--- config.mk ---
export PLATFORM = sky130hd
export DESIGN_NAME = bit_unstuffer_flat
export DESIGN_NICKNAME = d
export VERILOG_FILES = /design/src/rtl/bit_unstuffer_pkg.sv /design/src/rtl/bit_unstuffer_if.sv /design/src/rtl/bit_unstuffer_ones_run_counter.sv /design/src/rtl/bit_unstuffer.sv /design/src/flat_wrapper.sv
export SDC_FILE = /design/constraint.sdc
export NUM_CORES = 1
export LEC_CHECK = 0
export ABC_AREA = 1
export ABC_CLOCK_PERIOD_IN_PS = 3700
export CAP_MARGIN = 20
export CORE_MARGIN = 2
export CORE_UTILIZATION = 40
export DETAILED_ROUTE_END_ITERATION = 16
export HOLD_SLACK_MARGIN = 0.12
export SETUP_SLACK_MARGIN = 0.02
export SLEW_MARGIN = 20
export SYNTH_ARGS = -nofsm -noshare
export SYNTH_HDL_FRONTEND = slang
export SYNTH_SLANG_ARGS = --single-unit
--- constraint.sdc ---
create_clock -name clk -period 3.7 [get_ports clk]
set_input_delay 0.74 -clock clk [delete_from_list [all_inputs] [get_ports clk]]
set_output_delay 0.74 -clock clk [all_outputs]
set_load 0.01 [all_outputs]
--- src/rtl/bit_unstuffer_pkg.sv ---
// Shared types and constants for the serial bit-stuffing datapath.
package bit_unstuffer_pkg;

    localparam int unsigned STUFF_RUN_LEN = 6;
    localparam int unsigned RUN_W         = 3;
    localparam int unsigned REMOVED_W     = 4;

    typedef enum logic [1:0] {
        UNS_IDLE,
        UNS_DATA,
        UNS_DROP,
        UNS_ERR
    } unstuff_state_t;

endpackage

--- src/rtl/bit_unstuffer_if.sv ---
// Packet framing, serial input and unstuffed output bundle of the unstuffer.
interface bit_unstuffer_if #(
    parameter int unsigned CNT_W = 7
);
    import bit_unstuffer_pkg::*;

    logic                 pkt_start;
    logic                 pkt_end;
    logic                 bstr_in;
    logic                 bstr_in_ready;
    logic                 bstr_out;
    logic                 bstr_out_ready;
    logic                 stuff_err;
    logic [REMOVED_W-1:0] bits_removed;
    logic [CNT_W-1:0]     bit_count;

    modport master (
        output pkt_start, pkt_end, bstr_in, bstr_in_ready,
        input  bstr_out, bstr_out_ready, stuff_err, bits_removed, bit_count
    );

    modport slave (
        input  pkt_start, pkt_end, bstr_in, bstr_in_ready,
        output bstr_out, bstr_out_ready, stuff_err, bits_removed, bit_count
    );

endinterface

--- src/rtl/bit_unstuffer_ones_run_counter.sv ---
// Counts consecutive 1s; flags the 1 that completes a full stuffing run.
module ones_run_counter
    import bit_unstuffer_pkg::*;
#(
    parameter int unsigned RUN_LEN = STUFF_RUN_LEN
) (
    input  logic clk,
    input  logic rst,
    input  logic inc_i,
    input  logic clr_i,
    output logic hit_c
);

    logic [RUN_W-1:0] run_q;
    logic [RUN_W-1:0] run_d;
    logic [RUN_W-1:0] base_c;

    // Clear applies before increment so a clear+inc leaves a run of one.
    always_comb begin
        base_c = clr_i ? '0 : run_q;
        run_d  = base_c;
        hit_c  = 1'b0;
        if (inc_i) begin
            if (base_c != RUN_W'(RUN_LEN)) begin
                run_d = base_c + RUN_W'(1);
            end
            hit_c = (base_c == RUN_W'(RUN_LEN - 1));
        end
    end

    // Run register.
    always_ff @(posedge clk) begin
        if (rst) begin
            run_q <= '0;
        end else begin
            run_q <= run_d;
        end
    end

endmodule

--- src/rtl/bit_unstuffer.sv ---
// Receive-side bit unstuffer: drops the 0 after each run of STUFF_RUN 1s, flags violations.
module bit_unstuffer
    import bit_unstuffer_pkg::*;
#(
    parameter int unsigned STUFF_RUN = STUFF_RUN_LEN,
    parameter int unsigned CNT_W     = 7
) (
    input  logic            clk,
    input  logic            rst,
    bit_unstuffer_if.slave  bus_if
);

    unstuff_state_t       state_q, state_d, eff_state_c;
    logic                 out_q, out_d;
    logic                 out_ready_q, out_ready_d;
    logic                 err_q, err_d;
    logic [REMOVED_W-1:0] removed_q, removed_d;
    logic [CNT_W-1:0]     count_q, count_d;
    logic                 run_inc_c, run_clr_c, run_hit_c;

    ones_run_counter #(.RUN_LEN(STUFF_RUN)) u_run (
        .clk   (clk),
        .rst   (rst),
        .inc_i (run_inc_c),
        .clr_i (run_clr_c),
        .hit_c (run_hit_c)
    );

    // Next state: pkt_start re-arms first, then the valid bit, then pkt_end closes.
    always_comb begin
        state_d     = state_q;
        eff_state_c = state_q;
        out_d       = out_q;
        out_ready_d = 1'b0;
        err_d       = 1'b0;
        removed_d   = removed_q;
        count_d     = count_q;
        run_inc_c   = 1'b0;
        run_clr_c   = 1'b0;

        if (bus_if.pkt_start) begin
            eff_state_c = UNS_DATA;
            removed_d   = '0;
            count_d     = '0;
            run_clr_c   = 1'b1;
        end
        state_d = eff_state_c;

        case (eff_state_c)
            UNS_DATA: begin
                if (bus_if.bstr_in_ready) begin
                    out_d       = bus_if.bstr_in;
                    out_ready_d = 1'b1;
                    if (count_d != '1) begin
                        count_d = count_d + CNT_W'(1);
                    end
                    if (bus_if.bstr_in) begin
                        run_inc_c = 1'b1;
                        if (run_hit_c) begin
                            state_d = UNS_DROP;
                        end
                    end else begin
                        run_clr_c = 1'b1;
                    end
                end
            end
            UNS_DROP: begin
                if (bus_if.bstr_in_ready) begin
                    if (!bus_if.bstr_in) begin
                        if (removed_d != '1) begin
                            removed_d = removed_d + REMOVED_W'(1);
                        end
                        run_clr_c = 1'b1;
                        state_d   = UNS_DATA;
                    end else begin
                        err_d   = 1'b1;
                        state_d = UNS_ERR;
                    end
                end
            end
            default: ;
        endcase

        if (bus_if.pkt_end && eff_state_c != UNS_IDLE) begin
            if (state_d == UNS_DROP) begin
                err_d = 1'b1;
            end
            state_d = UNS_IDLE;
        end
    end

    // State and output registers.
    always_ff @(posedge clk) begin
        if (rst) begin
            state_q     <= UNS_IDLE;
            out_q       <= 1'b0;
            out_ready_q <= 1'b0;
            err_q       <= 1'b0;
            removed_q   <= '0;
            count_q     <= '0;
        end else begin
            state_q     <= state_d;
            out_q       <= out_d;
            out_ready_q <= out_ready_d;
            err_q       <= err_d;
            removed_q   <= removed_d;
            count_q     <= count_d;
        end
    end

    assign bus_if.bstr_out       = out_q;
    assign bus_if.bstr_out_ready = out_ready_q;
    assign bus_if.stuff_err      = err_q;
    assign bus_if.bits_removed   = removed_q;
    assign bus_if.bit_count      = count_q;

endmodule

--- src/flat_wrapper.sv ---
// flat-port wrapper written by rule: the top's interface ports become plain ports
module bit_unstuffer_flat import bit_unstuffer_pkg::*;
#(
    parameter int unsigned STUFF_RUN = STUFF_RUN_LEN,
    parameter int unsigned CNT_W     = 7
)
  (clk, rst, bus_if_pkt_start, bus_if_pkt_end, bus_if_bstr_in, bus_if_bstr_in_ready, bus_if_bstr_out, bus_if_bstr_out_ready, bus_if_stuff_err, bus_if_bits_removed, bus_if_bit_count);
  bit_unstuffer_if #(.CNT_W(CNT_W)) bus_if_i ();
  input  logic clk;
  input  logic rst;
  input wire logic [$bits(bus_if_i.pkt_start)-1:0] bus_if_pkt_start;
  input wire logic [$bits(bus_if_i.pkt_end)-1:0] bus_if_pkt_end;
  input wire logic [$bits(bus_if_i.bstr_in)-1:0] bus_if_bstr_in;
  input wire logic [$bits(bus_if_i.bstr_in_ready)-1:0] bus_if_bstr_in_ready;
  output wire logic [$bits(bus_if_i.bstr_out)-1:0] bus_if_bstr_out;
  output wire logic [$bits(bus_if_i.bstr_out_ready)-1:0] bus_if_bstr_out_ready;
  output wire logic [$bits(bus_if_i.stuff_err)-1:0] bus_if_stuff_err;
  output wire logic [$bits(bus_if_i.bits_removed)-1:0] bus_if_bits_removed;
  output wire logic [$bits(bus_if_i.bit_count)-1:0] bus_if_bit_count;
  assign bus_if_i.pkt_start = bus_if_pkt_start;
  assign bus_if_i.pkt_end = bus_if_pkt_end;
  assign bus_if_i.bstr_in = bus_if_bstr_in;
  assign bus_if_i.bstr_in_ready = bus_if_bstr_in_ready;
  assign bus_if_bstr_out = bus_if_i.bstr_out;
  assign bus_if_bstr_out_ready = bus_if_i.bstr_out_ready;
  assign bus_if_stuff_err = bus_if_i.stuff_err;
  assign bus_if_bits_removed = bus_if_i.bits_removed;
  assign bus_if_bit_count = bus_if_i.bit_count;
  bit_unstuffer #(.STUFF_RUN(STUFF_RUN), .CNT_W(CNT_W)) u_core (.clk(clk), .rst(rst), .bus_if(bus_if_i));
endmodule
# After elaboration in Yosys (flattened, before gate mapping)
# Cells that the tools add are included.
op_classes:
  addsub: 3
  eq_ne: 7
  muxes: 31
  bitwise_logic: 1
  reduce_logical: 6
ops:
  columns: ["cell", "n"]
  rows:
  - ["two-way mux 7 bit", 4]
  - ["two-way mux 4 bit", 5]
  - ["two-way mux 1 bit", 12]
  - ["two-way mux 2 bit", 6]
  - ["two-way mux 3 bit", 3]
  - ["adder 7 x 1 -> 7 bit, second input constant", 1]
  - ["!= test 7 bit, second input constant", 1]
  - ["OR reduction 2 bit", 3]
  - ["adder 4 x 1 -> 4 bit, second input constant", 1]
  - ["equality test 2 bit, second input constant", 2]
  - ["!= test 4 bit, second input constant", 1]
  - ["one-hot mux 2 bit (2 select lines)", 1]
  - ["adder 3 x 1 -> 3 bit, second input constant", 1]
  - ["equality test 3 bit, second input constant", 1]
  - ["!= test 3 bit, second input constant", 1]
  - ["equality test 2 x 1 -> 1 bit, second input constant", 1]
  - ["AND reduction 2 bit", 1]
  - ["nonzero test 2 bit", 1]
  - ["logical AND 1 bit", 1]
  - ["NOT 1 bit", 1]
totals:
  ff_bits: 19
  inputBits: 6
  output_inout_bits: 14
  elab_cells: 55

# Logic depth before layout (Yosys ltp)
logic_depth:
  depth_word: 14
  ltp_mapped: 19

# Modules after synthesis
# Synthesis repeated with hierarchy kept, for this count alone.
hier_totals:
  cells_unflattened: 165
  hier_area_um2: 1137.3
by_module_without_submodules:
  columns: ["module", "n_inst", "cells_per_inst", "area_each_um2"]
  rows:
  - ["bit_unstuffer", 1, 138, 958.4]
  - ["ones_run_counter", 1, 27, 178.9]

# Worst setup path after synthesis
# Ideal clock, no wire load.
synth_path:
  path_type: "input -> register"
  startpoint: "input bus_if_pkt_start"
  endpoint: "register u_core.err_q, in the netlist u_core.bus_if.stuff_err"
  setup_ns: 0.114
  arrival_time_ns: 2.507
  t_required_ns: 3.586
  slack_ns: 1.079
  path_stages: 19
  cell_sequence: "buf_6 -> nor2_1 -> inv_1 -> ha_1 -> inv_1 -> nand3_1 -> nand2_1 -> inv_1 -> nand2_1 -> inv_1 -> ha_1 -> nand2_2 -> nor2_1 -> nand2_1 -> nand2_1 -> nand2_1 -> nand2_1 -> nand2_1 -> a21oi_2"
synth_via:
  elab_chain_len: 14
  elab_cells_between_ends: 23
synth_rtl:
  columns: ["element", "line_no", "source"]
  rows:
  - ["start: declaration", "flat_wrapper.sv:11", "input wire logic [$bits(bus_if_i.pkt_start)-1:0] bus_if_pkt_start;"]
  - ["two-way mux 2 bit or two-way mux 1 bit (tied branches)", "bit_unstuffer.sv:41", "if (bus_if.pkt_start) begin"]
  - ["equality test 2 x 1 -> 1 bit, or another cell as far along", "bit_unstuffer.sv:49", "case (eff_state_c)"]
  - ["OR reduction 2 bit (no line) or two-way mux 1 bit (tied branches)", null, null]
  - ["two-way mux 1 bit", null, null]
  - ["two-way mux 3 bit", "bit_unstuffer_ones_run_counter.sv:20", "base_c = clr_i ? '0 : run_q;"]
  - ["equality test 3 bit", "bit_unstuffer_ones_run_counter.sv:27", "hit_c = (base_c == RUN_W'(RUN_LEN - 1));"]
  - ["two-way mux 1 bit", "bit_unstuffer_ones_run_counter.sv:23", "if (inc_i) begin"]
  - ["two-way mux 2 bit", "bit_unstuffer.sv:59", "if (run_hit_c) begin"]
  - ["two-way mux 2 bit", "bit_unstuffer.sv:57", "if (bus_if.bstr_in) begin"]
  - ["two-way mux 2 bit", "bit_unstuffer.sv:51", "if (bus_if.bstr_in_ready) begin"]
  - ["one-hot mux 2 bit (2 select lines)", "bit_unstuffer.sv:49", null]
  - ["equality test 2 bit", "bit_unstuffer.sv:85", "if (state_d == UNS_DROP) begin"]
  - ["two-way mux 1 bit", "bit_unstuffer.sv:85", null]
  - ["two-way mux 1 bit *", "bit_unstuffer.sv:84", "if (bus_if.pkt_end && eff_state_c != UNS_IDLE) begin"]
  - ["end signal: assignment", "bit_unstuffer.sv:105", "err_q <= err_d;"]
  - ["end: declaration", "bit_unstuffer.sv:16", "logic err_q, err_d;"]
# Mark *: on every way between the ends. The rest lies on a longest branch, timed or not.
# A chain may end at the register's enable or synchronous reset.

# Worst setup path after layout
# Ends and elaborated chain as after synthesis.

==> impl_metrics.csv <==
group,metric,value,unit
outcome,status,"finished clean",
timing,tightest_slew,0.373,ns
min_path,hold_path_class,"reg -> reg",
power,p_total,0.378,mW
routing,drtPass1Iterations,4,
timing,final.setup.tns,0,ns
cells_and_area,nets,203,
routing,via_per_inst,4.97,
routing,postRouteAntennaNets,0,
cells_and_area,layout.cells.most_common_list,"inv_1 (32), nand2_1 (32), clkdlybuf4s50_1 (19), dfxtp_1 (19), nor2_1 (17)",
floorplanning,placementRows,19,
synthesis,syn_area,1160,µm²
global_routing,grt_usage,0.160,
cts,clock_sinks,19,
cts,cts_root_buf,"clkbuf_4",
global_routing,grt_pass1_vias,1019,
critical_path,path_class,"in -> reg",
cells_and_area,drive_gt1_frac,0.101,
cells_and_area,nFillCells,280,
floorplanning,boundaryPins,20,
flow_run,maxCapViolations,0,
timing,finalWorstSetupSlack,0.819,ns
placed_design,dpl_worst_slack,0.498,ns
critical_path,critPathMaxFanout,4,
synthesis,yosysTopAreaCellShare,0.327,
synthesis,avgSynthCellArea,7.02,µm²
synthesis,synth.distinct_cells,28,
routing,drt_wl_total,2.50,mm
floorplanning,die-area,3360,µm²
cts,clk_path_buf_depth,2,
placed_design,hpwl,1.98,mm
global_routing,grt.overflow.total,0,
cells_and_area,antenna_cells,0,
timing,final_hold_viol_count,0,
routing,post_drt_wl_per_cell,11.4,µm
cts,cts_tree,"yes",
synthesis,synth_top_area_cell,"dfxtp_1",
cts,htree_num_levels,1,
timing,hold_ws,0.480,ns
floorplanning,initial_core_util,0.422,
routing,dr_total_vias,1089,
timing,min_period,2.88,ns
cts,cts_setup_buffers,0,
timing,setup_viol,0,
timing,rsz0062_at_grt,"false",
global_routing,grt_pass1_wl,4.20,mm
synthesis,synth.top_cells.by_area,"dfxtp_1 (33%), inv_1 (10%), nand2_1 (10%)",
cells_and_area,syn_to_final_growth,21.4,%
placed_design,gp_congestion,0.780,
routing,drt_first_iter_violations,32,
routing,drc_errors,0,
synthesis,netlist_instances,166,
synthesis,yosysWarnings,0,
timing,fmax,347,MHz
cells_and_area,final_cell_count_no_fill,219,
cts,cts_hold_buffers,0,
power,max-vdd-ir-drop,0.000184,V
critical_path,cp-end-kind,"register",
synthesis,ys_seq_elements,19,
critical_path,worstPathRequired,3.91,ns
global_routing,antenna_found_initial,0,
cts,numCtsBuffers,3,
global_routing,grt_max_degree,13,
floorplanning,design.core.area,2760,µm²
critical_path,crit_path_start_kind,"input pin",
timing,maxSlewHeadroom,0.751,
power,power.leakage,0.666,nW
floorplanning,die_w,58.0,µm
timing,fin_crit_sh,0.779,
cts,ctsResizeCount,0,
cts,path_clk_slew,0.13,ns
power,p_per_area,267,nW/µm²
timing,fin_skew,0.0141,ns
placed_design,portBuffers,19,
cts,clk_latency,0.31,ns
floorplanning,dieHeight,58.0,µm
timing,slew_violations,0,
synthesis,yosysSeqAreaShare,0.327,
placed_design,dp.cells,215,
synthesis,syn_nets,180,
critical_path,crit_arrival,3.09,ns
-- where the power goes --
part,total (mW),internal (mW),switching (mW)
Clock,0.113,0.0404,0.0724
Sequential,0.211,0.209,0.00186
Combinational,0.0546,0.0220,0.0326
-- layer usage --
| layer | global-route usage | share of wire | wire length (µm) | vias to the layer above |
|---|---|---|---|---|
| met2 | 0.279 | 0.48 | 1190 | 17 |
| li1 | - | - | - | 567 |
| met1 | 0.201 | 0.49 | 1210 | 501 |
| met5 | 0 | 0 | 0 | - |
| met3 | 0.0201 | 0.026 | 64 | 4 |
| met4 | 0.0598 | 0.012 | 31 | 0 |
-- through the flow --
stage                util  area (µm²)
floorplan               -        1160
global placement    0.503        1390
detailed placement  0.503        1390
CTS                 0.513        1410
global route        0.513        1410
finish              0.513        1410
-- logic make-up (layout without fill, tap and decap cells) --
logic type               count (synthesis)  count (layout)  share of synthesized area
buffers and inverters                   36              58                      0.125
adder cells (fa/ha/maj)                  8               8                     0.0859
AO/OA/AOI/OAI                           31              31                      0.157
AND/OR/NAND/NOR                         71              71                      0.299
flip-flops                              19              19                      0.327
XOR/XNOR                                 1               1                    0.00752
-- synth_stat cells, drive strengths merged --
cell type	n
nand2	35
inv	34
dfxtp	19
nor2	19
a21oi	15
o21ai	12
nand3	10
ha	8
nor3	5
a31oi	1
buf	1
clkbuf	1
nand4	1
o211ai	1
o21a	1
o21bai	1
or2	1
xor2	1
-- flip-flops by register name, summed over array words and instances, names as in the netlist --
signal / cells
u_core.bus_if.bstr_out_ready: 1
u_core.u_run.run_q: 3
u_core.bus_if.bits_removed: 4
u_core.bus_if.bstr_out: 1
u_core.state_q: 2
u_core.bus_if.stuff_err: 1
u_core.bus_if.bit_count: 7
-- final cells by class --
type	instances	area, µm²	share of cell area
inverters	34	130	0.0920
repair buffers	20	198	0.140
clock inverters	1	5.00	0.00354
clock buffers	3	22.5	0.0159
multi-input cells	111	639	0.452
flip-flops and latches	19	380	0.269
well taps	31	38.8	0.0274
-- worst paths after layout --
kind                     startpoint                      end  slack [ns]  cells after the start
max                bus_if_pkt_start  u_core.bus_if.stuff_err        0.82                     19
min          u_core.bus_if.bstr_out   u_core.bus_if.bstr_out        0.48                      2
max reg2reg       u_core.state_q[1]  u_core.bus_if.stuff_err        1.39                     19
min reg2reg  u_core.bus_if.bstr_out   u_core.bus_if.bstr_out        0.48                      2
-- worst max-delay path, stage by stage --
cell,delay (ns)
clkdlybuf4s50_1,0.46
nor2_1,0.25
inv_1,0.08
ha_1,0.33
inv_1,0.10
nand3_1,0.11
nand2_1,0.09
inv_1,0.05
nand2_1,0.11
inv_1,0.08
ha_1,0.21
nand2_2,0.08
nor2_1,0.05
nand2_1,0.05
nand2_1,0.04
nand2_1,0.08
nand2_1,0.06
nand2_1,0.07
a21oi_2,0.05
Power figures use the tool's default switching activity.
